$ cat src/rtl/conv_pkg.sv
// Shared FSM state encoding and default geometry for the convolution window sequencer.
package conv_pkg;
    localparam int DEF_IMAGE_DIM   = 4;
    localparam int DEF_KERNEL_SIZE = 3;
    localparam int DEF_ADDR_SIZE   = 4;
    localparam int DEF_CNT_WIDTH   = 10;

    typedef enum logic [1:0] {
        ST_IDLE,
        ST_RUN,
        ST_WAIT_ACK,
        ST_DONE
    } conv_state_t;
endpackage

$ cat src/rtl/conv_tap_counter.sv
// Kernel row/column walker (kc fastest); advances one tap per enabled cycle and wraps after the last.
// Flags are combinational from the current count, so they describe the tap about to be issued.
module conv_tap_counter
    import conv_pkg::*;
#(
    parameter int KERNEL_SIZE = DEF_KERNEL_SIZE,
    parameter int W           = DEF_ADDR_SIZE
) (
    input  logic         clk,
    input  logic         rst,
    input  logic         clr,
    input  logic         en,
    output logic [W-1:0] kr,
    output logic [W-1:0] kc,
    output logic         is_first,
    output logic         is_last
);
    localparam logic [W-1:0] K_MAX = W'(KERNEL_SIZE - 1);

    always_ff @(posedge clk) begin
        if (rst || clr) begin
            kr <= '0;
            kc <= '0;
        end else if (en) begin
            if (kc == K_MAX) begin
                kc <= '0;
                kr <= (kr == K_MAX) ? '0 : kr + W'(1);
            end else begin
                kc <= kc + W'(1);
            end
        end
    end

    assign is_first = (kr == '0) && (kc == '0);
    assign is_last  = (kr == K_MAX) && (kc == K_MAX);
endmodule

$ cat src/rtl/conv_window_seq.sv
// Walks every output pixel's KxK window, issuing one registered tap per non-stalled cycle, then
// holds out_req until out_ack; stall freezes taps only, frame_cnt==0 while busy sets sticky overrun.
module conv_window_seq
    import conv_pkg::*;
#(
    parameter int IMAGE_DIM   = DEF_IMAGE_DIM,
    parameter int KERNEL_SIZE = DEF_KERNEL_SIZE,
    parameter int ADDR_SIZE   = DEF_ADDR_SIZE,
    parameter int CNT_WIDTH   = DEF_CNT_WIDTH
) (
    input  logic                 clk,
    input  logic                 rst,
    input  logic [CNT_WIDTH-1:0] frame_cnt,
    input  logic                 stall,
    output logic [ADDR_SIZE-1:0] img_addr,
    output logic [ADDR_SIZE-1:0] ker_addr,
    output logic                 tap_valid,
    output logic                 tap_first,
    output logic                 tap_last,
    output logic [ADDR_SIZE-1:0] out_idx,
    output logic                 out_req,
    input  logic                 out_ack,
    output logic                 frame_done,
    output logic                 overrun
);
    localparam int OUT_DIM = IMAGE_DIM - KERNEL_SIZE + 1;
    localparam logic [ADDR_SIZE-1:0] IMG_DIM_A = ADDR_SIZE'(IMAGE_DIM);
    localparam logic [ADDR_SIZE-1:0] KER_DIM_A = ADDR_SIZE'(KERNEL_SIZE);
    localparam logic [ADDR_SIZE-1:0] OCOL_MAX  = ADDR_SIZE'(OUT_DIM - 1);
    localparam logic [ADDR_SIZE-1:0] LAST_IDX  = ADDR_SIZE'(OUT_DIM * OUT_DIM - 1);

    conv_state_t          state, state_d;
    logic [ADDR_SIZE-1:0] orow, ocol, kr, kc;
    logic [ADDR_SIZE-1:0] orow_sel, ocol_sel, row_sum, col_sum;
    logic                 k_first, k_last;
    logic                 frame_start, launch, run_issue, ack_issue, issue;
    logic                 ack_take, final_out;

    assign frame_start = (frame_cnt == '0);
    assign ack_take    = (state == ST_WAIT_ACK) && out_req && out_ack;
    assign final_out   = (out_idx == LAST_IDX);

    conv_tap_counter #(
        .KERNEL_SIZE (KERNEL_SIZE),
        .W           (ADDR_SIZE)
    ) u_tap_cnt (
        .clk      (clk),
        .rst      (rst),
        .clr      (launch),
        .en       (issue),
        .kr       (kr),
        .kc       (kc),
        .is_first (k_first),
        .is_last  (k_last)
    );

    always_ff @(posedge clk) begin
        if (rst) state <= ST_IDLE;
        else     state <= state_d;
    end

    // An accepted result immediately issues the first tap of the next output window,
    // so the window position used for that tap is the advanced one.
    always_comb begin
        state_d   = state;
        launch    = 1'b0;
        run_issue = 1'b0;
        ack_issue = 1'b0;
        orow_sel  = orow;
        ocol_sel  = ocol;
        unique case (state)
            ST_IDLE: begin
                if (frame_start) begin
                    launch  = 1'b1;
                    state_d = ST_RUN;
                end
            end
            ST_RUN: begin
                if (!stall) begin
                    run_issue = 1'b1;
                    if (k_last) state_d = ST_WAIT_ACK;
                end
            end
            ST_WAIT_ACK: begin
                if (ack_take) begin
                    if (final_out) begin
                        state_d = ST_DONE;
                    end else begin
                        ack_issue = 1'b1;
                        state_d   = ST_RUN;
                    end
                end
            end
            ST_DONE: state_d = ST_IDLE;
            default: state_d = ST_IDLE;
        endcase
        if (ack_issue) begin
            if (ocol == OCOL_MAX) begin
                ocol_sel = '0;
                orow_sel = orow + ADDR_SIZE'(1);
            end else begin
                ocol_sel = ocol + ADDR_SIZE'(1);
            end
        end
    end

    assign issue   = run_issue || ack_issue;
    assign row_sum = orow_sel + kr;
    assign col_sum = ocol_sel + kc;

    always_ff @(posedge clk) begin
        if (rst) begin
            img_addr   <= '0;
            ker_addr   <= '0;
            tap_valid  <= 1'b0;
            tap_first  <= 1'b0;
            tap_last   <= 1'b0;
            out_idx    <= '0;
            out_req    <= 1'b0;
            frame_done <= 1'b0;
            overrun    <= 1'b0;
            orow       <= '0;
            ocol       <= '0;
        end else begin
            tap_valid  <= issue;
            tap_first  <= issue && k_first;
            tap_last   <= issue && k_last;
            out_req    <= (state == ST_WAIT_ACK) && !ack_take;
            frame_done <= ack_take && final_out;
            if (issue) begin
                img_addr <= row_sum * IMG_DIM_A + col_sum;
                ker_addr <= kr * KER_DIM_A + kc;
            end
            if (launch) begin
                orow    <= '0;
                ocol    <= '0;
                out_idx <= '0;
            end else if (ack_issue) begin
                orow    <= orow_sel;
                ocol    <= ocol_sel;
                out_idx <= out_idx + ADDR_SIZE'(1);
            end
            if (frame_start && (state != ST_IDLE)) overrun <= 1'b1;
        end
    end
endmodule

$ cat config.mk
export PLATFORM = sky130hd
export DESIGN_NAME = conv_window_seq
export DESIGN_NICKNAME = d
export VERILOG_FILES = /design/src/rtl/conv_pkg.sv /design/src/rtl/conv_tap_counter.sv /design/src/rtl/conv_window_seq.sv
export SDC_FILE = /design/constraint.sdc
export NUM_CORES = 1
export LEC_CHECK = 0
export CORE_ASPECT_RATIO = 0.6
export CORE_UTILIZATION = 46
export CTS_CLUSTER_SIZE = 28
export DETAILED_ROUTE_END_ITERATION = 12
export PLACE_DENSITY_LB_ADDON = 0.3
export SYNTH_ARGS = -nofsm -noshare
export SYNTH_HDL_FRONTEND = slang
export SYNTH_SLANG_ARGS = --single-unit
$ cat constraint.sdc
create_clock -name clk -period 3.7 [get_ports clk]
set_input_delay 0.37 -clock clk [delete_from_list [all_inputs] [get_ports clk]]
set_output_delay 0.37 -clock clk [all_outputs]
set_load 0.01 [all_outputs]
==> results.json, run 1 <==
{
  "grt_max_degree": 19,
  "cap_violations": 0,
  "cp_data_arrival_time_ns": 3.63,
  "hold_buffers": 0,
  "viasPerCell": 5.18,
  "path_class": "flop to flop",
  "synth-compound-area-share_pct": 10.2,
  "whs_path_depth": 2,
  "drive_gt1_share_pct": 11.0,
  "cts_max_path_buffers": 2,
  "cp.required_ns": 3.90,
  "power.switching_mw": 0.149,
  "startpoint_type": "flop",
  "area_growth_pct": 29.0,
  "ys_seq_elements": 34,
  "insertion_delay_ns": 0.29,
  "cts_made_buffers": 5,
  "initial_core_util_pct": 48.6,
  "crit_chain": "ha_2 > or3b_1 > nand3_1 > xnor2_1 > ha_1 > inv_1 > fa_1 > inv_1 > fa_1 > xor2_1 > xnor2_1 > xnor2_1 > xnor3_1 > a211oi_2",
  "synth-xor-area-share_pct": 8.02,
  "drt-total-wl_mm": 3.82,
  "fin_skew_ns": 0.00683,
  "die_w_um": 83.0,
  "synth_top_family_by_area": "simple AND/OR/NAND/NOR gates",
  "grt_overflow": 0,
  "ys_seq_area_share_pct": 37.6,
  "final_cell_mix": "34 x dfxtp_1, 31 x clkdlybuf4s50_1, 23 x nor2_1",
  "comb_power_share_pct": 3.4,
  "worstReg2RegStart": "out_idx[0]",
  "crit_path_end_kind": "flop",
  "power_density_mw_per_mm2": 291,
  "p_clk_share_pct": 42.7,
  "dp_hpwl_mm": 2.72,
  "dp.cells": 284,
  "slew_headroom_pct": 52.4,
  "firstDrtPassIters": 4,
  "gp_congestion": 0.771,
  "hp-class": "flop to flop",
  "syn_inst": 203,
  "synth_area_per_cell_um2": 8.91,
  "critPathSlowestCell": "fa_1",
  "hold_end": "ker_addr[0]",
  "reg2reg_to": "img_addr[3]",
  "final_cells": 292,
  "final-max-slew-violation-count": 0,
  "fin_nets": 277,
  "cp_max_fo": 4,
  "fmax_mhz": 291,
  "cpLargestDelayFamily": "adder cells",
  "power.share.sequential_pct": 53.9,
  "synth.yosys.warnings": 0,
  "cts_tree": "done",
  "antenna_cells": 0,
  "hold_viol": 0,
  "crit_top_cell": "xnor2_1",
  "htree_levels": 2,
  "drc": 0,
  "syn_nets": 236,
  "tightest_slew_ns": 0.712,
  "drt_iter0_markers": 62,
  "path_buf_inv": 2,
  "synth_fa_ha_area_share_pct": 15.2,
  "sw_frac_of_total_pct": 22.0,
  "groute.usage.overall_pct": 20.4,
  "antenna_found_initial": 0,
  "clock-root-buffer": "clkbuf_8",
  "num_rows": 17,
  "clock-sinks": 34,
  "boundaryPins": 32,
  "reg2regPathDepth": 14,
  "num_vias": 1513,
  "holdCritStartpoint": "ker_addr[0]",
  "dpl-instance-area_mm2": 0.00223,
  "wl_per_cell_um": 13.1,
  "die_h_um": 50.6,
  "reg2reg_slack_ns": 0.26,
  "die_area_mm2": 0.00420,
  "postCtsResizedCells": 0,
  "final_common_cell": "dfxtp_1",
  "fin_tns_setup_ns": 0,
  "leakage_nw": 0.888,
  "outcome": "completed",
  "synth.distinct_cells": 37,
  "grt_setup_unrepaired": "no",
  "ir_drop_mv": 0.181,
  "numPortBuffers": 31,
  "synth_mux_area_share_pct": 0.553,
  "post-cts-setup-buffer-count": 0,
  "clkTransAtPathRegs_ns": 0.07,
  "core_area_mm2": 0.00372,
  "synth-simple-area-share_pct": 23.8,
  "min_period_ns": 3.44,
  "fin_area_mm2": 0.00233,
  "grt_pass1_wl_mm": 6.48,
  "setup_violations": 0,
  "fin_crit_sh_pct": 92.9,
  "synth_area_mm2": 0.00181,
  "final_antenna_net_count": 0,
  "grt_pass1_vias": 1337,
  "critPathMaxStageDelay_ns": 0.47,
  "internal-power_mw": 0.530
}
-- worst register-to-register path, stage by stage (launching register included) --
cell and delay, ns:
dfxtp_1 0.34, ha_2 0.21, or3b_1 0.38, nand3_1 0.10, xnor2_1 0.08, ha_1 0.27
inv_1 0.04, fa_1 0.47, inv_1 0.06, fa_1 0.43, xor2_1 0.16, xnor2_1 0.16
xnor2_1 0.15, xnor3_1 0.25, a211oi_2 0.24
-- worst max path at each step --
stage | from | end | slack [ns] | cells past startpoint
global placement | out_ack | img_addr[3] | -0.12 | 14
finish | out_idx[0] | img_addr[3] | 0.26 | 14
floorplan | out_idx[0] | img_addr[3] | 0.05 | 15
detailed placement | out_ack | img_addr[3] | -0.21 | 14
global route | out_idx[0] | img_addr[3] | 0.02 | 14
CTS | out_idx[0] | img_addr[3] | 0.004 | 14
-- synth_stat cells --
cell	n	area share (%)
dfxtp_1	34	38
nor2_1	23	4.8
nand2_1	20	4.1
a21oi_1	16	4.4
ha_1	14	9.7
inv_1	12	2.5
nand3_1	8	2.2
nor3_1	8	2.2
xnor2_1	8	3.9
xor2_1	6	2.9
a211oi_1	5	2.1
clkbuf_1	5	1.0
fa_1	5	5.5
buf_2	4	1.1
nand4_1	4	1.4
nand4b_1	3	1.5
nor2b_1	3	1.0
nor4_1	3	1.0
o21ai_0	3	0.83
a31oi_1	2	0.69
a21boi_0	1	0.42
a21o_1	1	0.42
and2_1	1	0.35
and4b_1	1	0.55
mux2i_1	1	0.55
nand2b_1	1	0.35
nand3_4	1	0.97
nor3b_1	1	0.42
nor3b_2	1	0.69
o21ai_4	1	0.90
o31ai_1	1	0.42
or2_2	1	0.35
or3_1	1	0.35
or3b_1	1	0.48
or3b_4	1	0.62
or4_1	1	0.42
xnor3_1	1	1.2
-- power groups by stage --
stage | clock network, mW | logic, mW | registers, mW
after floorplan | 0 | 0.00645 | 0.374
after global placement | 0 | 0.0231 | 0.374
after detailed placement | 0 | 0.0230 | 0.374
after CTS | 0.294 | 0.0230 | 0.366
after global routing | 0.309 | 0.0247 | 0.366
final | 0.290 | 0.0231 | 0.366
-- cells by family (layout without fill, tap and decap cells) --
kind of cell / count (synthesis) / in the layout
AND/OR/NAND/NOR: 83 / 83
AO/OA/AOI/OAI: 30 / 30
buffers and inverters: 21 / 63
flip-flops: 34 / 34
multiplexers: 1 / 1
XOR/XNOR: 15 / 15
adder cells (fa/ha/maj): 19 / 19
-- state kept, by name, indices dropped and copies added, names as in the netlist, 2 cells and up --
register	flops
img_addr	4
ker_addr	4
ocol	4
out_idx	4
u_tap_cnt.kc	4
u_tap_cnt.kr	4
orow	2
state	2
-- stage by stage --
step / total power, mW / setup WS [ns] / util (%) / hold slack [ns]
finish: 0.679 / 0.264 / 62.7 / 0.455
global route: 0.699 / 0.0157 / 62.7 / 0.489
CTS: 0.683 / 0.00445 / 62.4 / 0.456
detailed placement: 0.397 / -0.211 / 59.9 / 0.446
global placement: 0.397 / -0.117 / 59.9 / 0.441
floorplan: 0.381 / 0.0498 / - / 0.457
-- cell type report --
type | instances | area, um^2
inverter | 12 | 45.0
tap | 47 | 58.8
clock inverter | 1 | 5.00
fill | 315 | 1390
clock buffer | 7 | 86.3
sequential | 34 | 681
multi-input combinational | 148 | 1060
timing repair buffer | 43 | 400
-- routing by layer --
layer	global-route usage, %	wire (um)	share of wire (%)	vias to the layer above
li1	-	-	-	774
met4	11.8	79	2.1	0
met5	0	0	0	-
met2	27.7	1500	39	33
met3	6.25	208	5.4	8
met1	28.3	2030	53	698
(Power assumes the default switching activity.)
==> inputs of run 2 (changes only) <==
- GPL_TIMING_DRIVEN: default -> 0
- clock period: 3.7 -> 4.1 ns (I/O delays scaled with it)
==> results.json, run 2 (synthesis gave the netlist of run 1 again) <==
{
  "grt_setup_unrepaired": "no",
  "num_rows": 17,
  "cts_max_path_buffers": 2,
  "viasPerCell": 5.11,
  "slew_headroom_pct": 61.7,
  "utilization_pct": 60.8,
  "antenna_found_initial": 0,
  "fillers": 322,
  "ir_drop_mv": 0.205,
  "dpl-instance-area_mm2": 0.00217,
  "fin_area_mm2": 0.00226,
  "tightest_slew_ns": 0.570,
  "final_antenna_net_count": 0,
  "hold_buffers": 0,
  "antenna_cells": 0,
  "post-cts-setup-buffer-count": 0,
  "firstDrtPassIters": 5,
  "dp.cells": 280,
  "fmax_mhz": 262,
  "core_area_mm2": 0.00372,
  "htree_levels": 2,
  "num_vias": 1471,
  "fin_tns_setup_ns": 0,
  "dp_hpwl_mm": 2.69,
  "drc": 0,
  "grt_max_degree": 11,
  "power_density_mw_per_mm2": 268,
  "fin_ws_ns": 0.277,
  "fin_skew_ns": 0.00298,
  "cp_max_fo": 9,
  "clock-root-buffer": "clkbuf_8",
  "cpLargestDelayFamily": "adder cells",
  "clkTransAtPathRegs_ns": 0.07,
  "final_cell_mix": "34 x dfxtp_1, 30 x clkdlybuf4s50_1, 23 x nor2_1",
  "grt_pass1_wl_mm": 6.32,
  "grt_overflow": 0,
  "die_area_mm2": 0.00420,
  "cts_made_buffers": 5,
  "path_class": "input port to flop",
  "critPathMaxStageDelay_ns": 0.53,
  "final_cells": 288,
  "fin_crit_sh_pct": 93.2,
  "hp-class": "flop to flop",
  "crit_chain": "clkdlybuf4s50_1 > and4b_1 > buf_2 > nand3_1 > xnor2_1 > ha_1 > inv_1 > fa_1 > inv_1 > fa_1 > xor2_1 > xnor2_1 > xnor2_1 > xnor3_1 > a211oi_1",
  "die_h_um": 50.6,
  "cp_data_arrival_time_ns": 4.02,
  "setup_violations": 0,
  "drt_iter0_markers": 78,
  "cap_violations": 0,
  "crit_path_end_kind": "flop",
  "insertion_delay_ns": 0.28,
  "crit_top_cell": "xnor2_1",
  "final-max-slew-violation-count": 0,
  "drt-total-wl_mm": 3.65,
  "outcome": "completed",
  "whs_ns": 0.457,
  "clock-sinks": 34,
  "place_ws_ns": -0.0121,
  "cts_tree": "done",
  "path_buf_inv": 4,
  "wl_per_cell_um": 12.7,
  "min_period_ns": 3.82,
  "boundaryPins": 32,
  "cp.required_ns": 4.30,
  "grt_pass1_vias": 1329,
  "initial_core_util_pct": 48.6,
  "die_w_um": 83.0,
  "numPortBuffers": 30,
  "area_growth_pct": 25.2,
  "postCtsResizedCells": 0,
  "drive_gt1_share_pct": 7.05,
  "critPathSlowestCell": "clkdlybuf4s50_1",
  "final_common_cell": "dfxtp_1",
  "leakage_nw": 0.851,
  "startpoint_type": "input port",
  "p_total_mw": 0.608,
  "fin_nets": 273,
  "hold_viol": 0,
  "groute.usage.overall_pct": 19.8,
  "gp_congestion": 0.841
}
## run 2: path summary, 6_finish.rpt
check / from / end / slack (ns) / depth (start not counted)
setup / recovery: out_ack / img_addr[3] / 0.28 / 15
hold / removal: ker_addr[1] / ker_addr[1] / 0.46 / 2
setup reg to reg: out_idx[0] / img_addr[3] / 0.28 / 15
hold reg to reg: ker_addr[1] / ker_addr[1] / 0.46 / 2
## run 2: tightest hold or removal path, delay by kind of cell (launching register included)
kind | cells | cell delay, ns
flip-flops | 1 | 0.31
AND/OR/NAND/NOR | 1 | 0.05
AO/OA/AOI/OAI | 1 | 0.05
## run 2: area by class of cell
| cell class | instances | area, um^2 | share of cell area, % |
|---|---|---|---|
| Buffer | 9 | 38.8 | 1.71 |
| Clock buffer | 7 | 86.3 | 3.81 |
| Clock inverter | 1 | 5.00 | 0.221 |
| Inverter | 12 | 45.0 | 1.99 |
| Tap cell | 47 | 58.8 | 2.60 |
| Sequential cell | 34 | 681 | 30.1 |
| Multi-Input combinational cell | 148 | 1050 | 46.4 |
| Timing Repair Buffer | 30 | 300 | 13.3 |
## run 2: power by group
group          leakage, nW  internal, mW  switching, mW
registers            0.274         0.330      0.0000572
clock network       0.0482         0.135          0.121
logic                0.529        0.0118        0.00894
total                0.851         0.477          0.130
## run 2: routing by layer
metal  track usage [%]  wire length, um  vias to the layer above
li1                  -                -                      763
met3              6.58              302                        2
met2              28.3             1510                       42
met1              27.6             1820                      664
met5                 0                0                        -
met4              7.76               25                        0
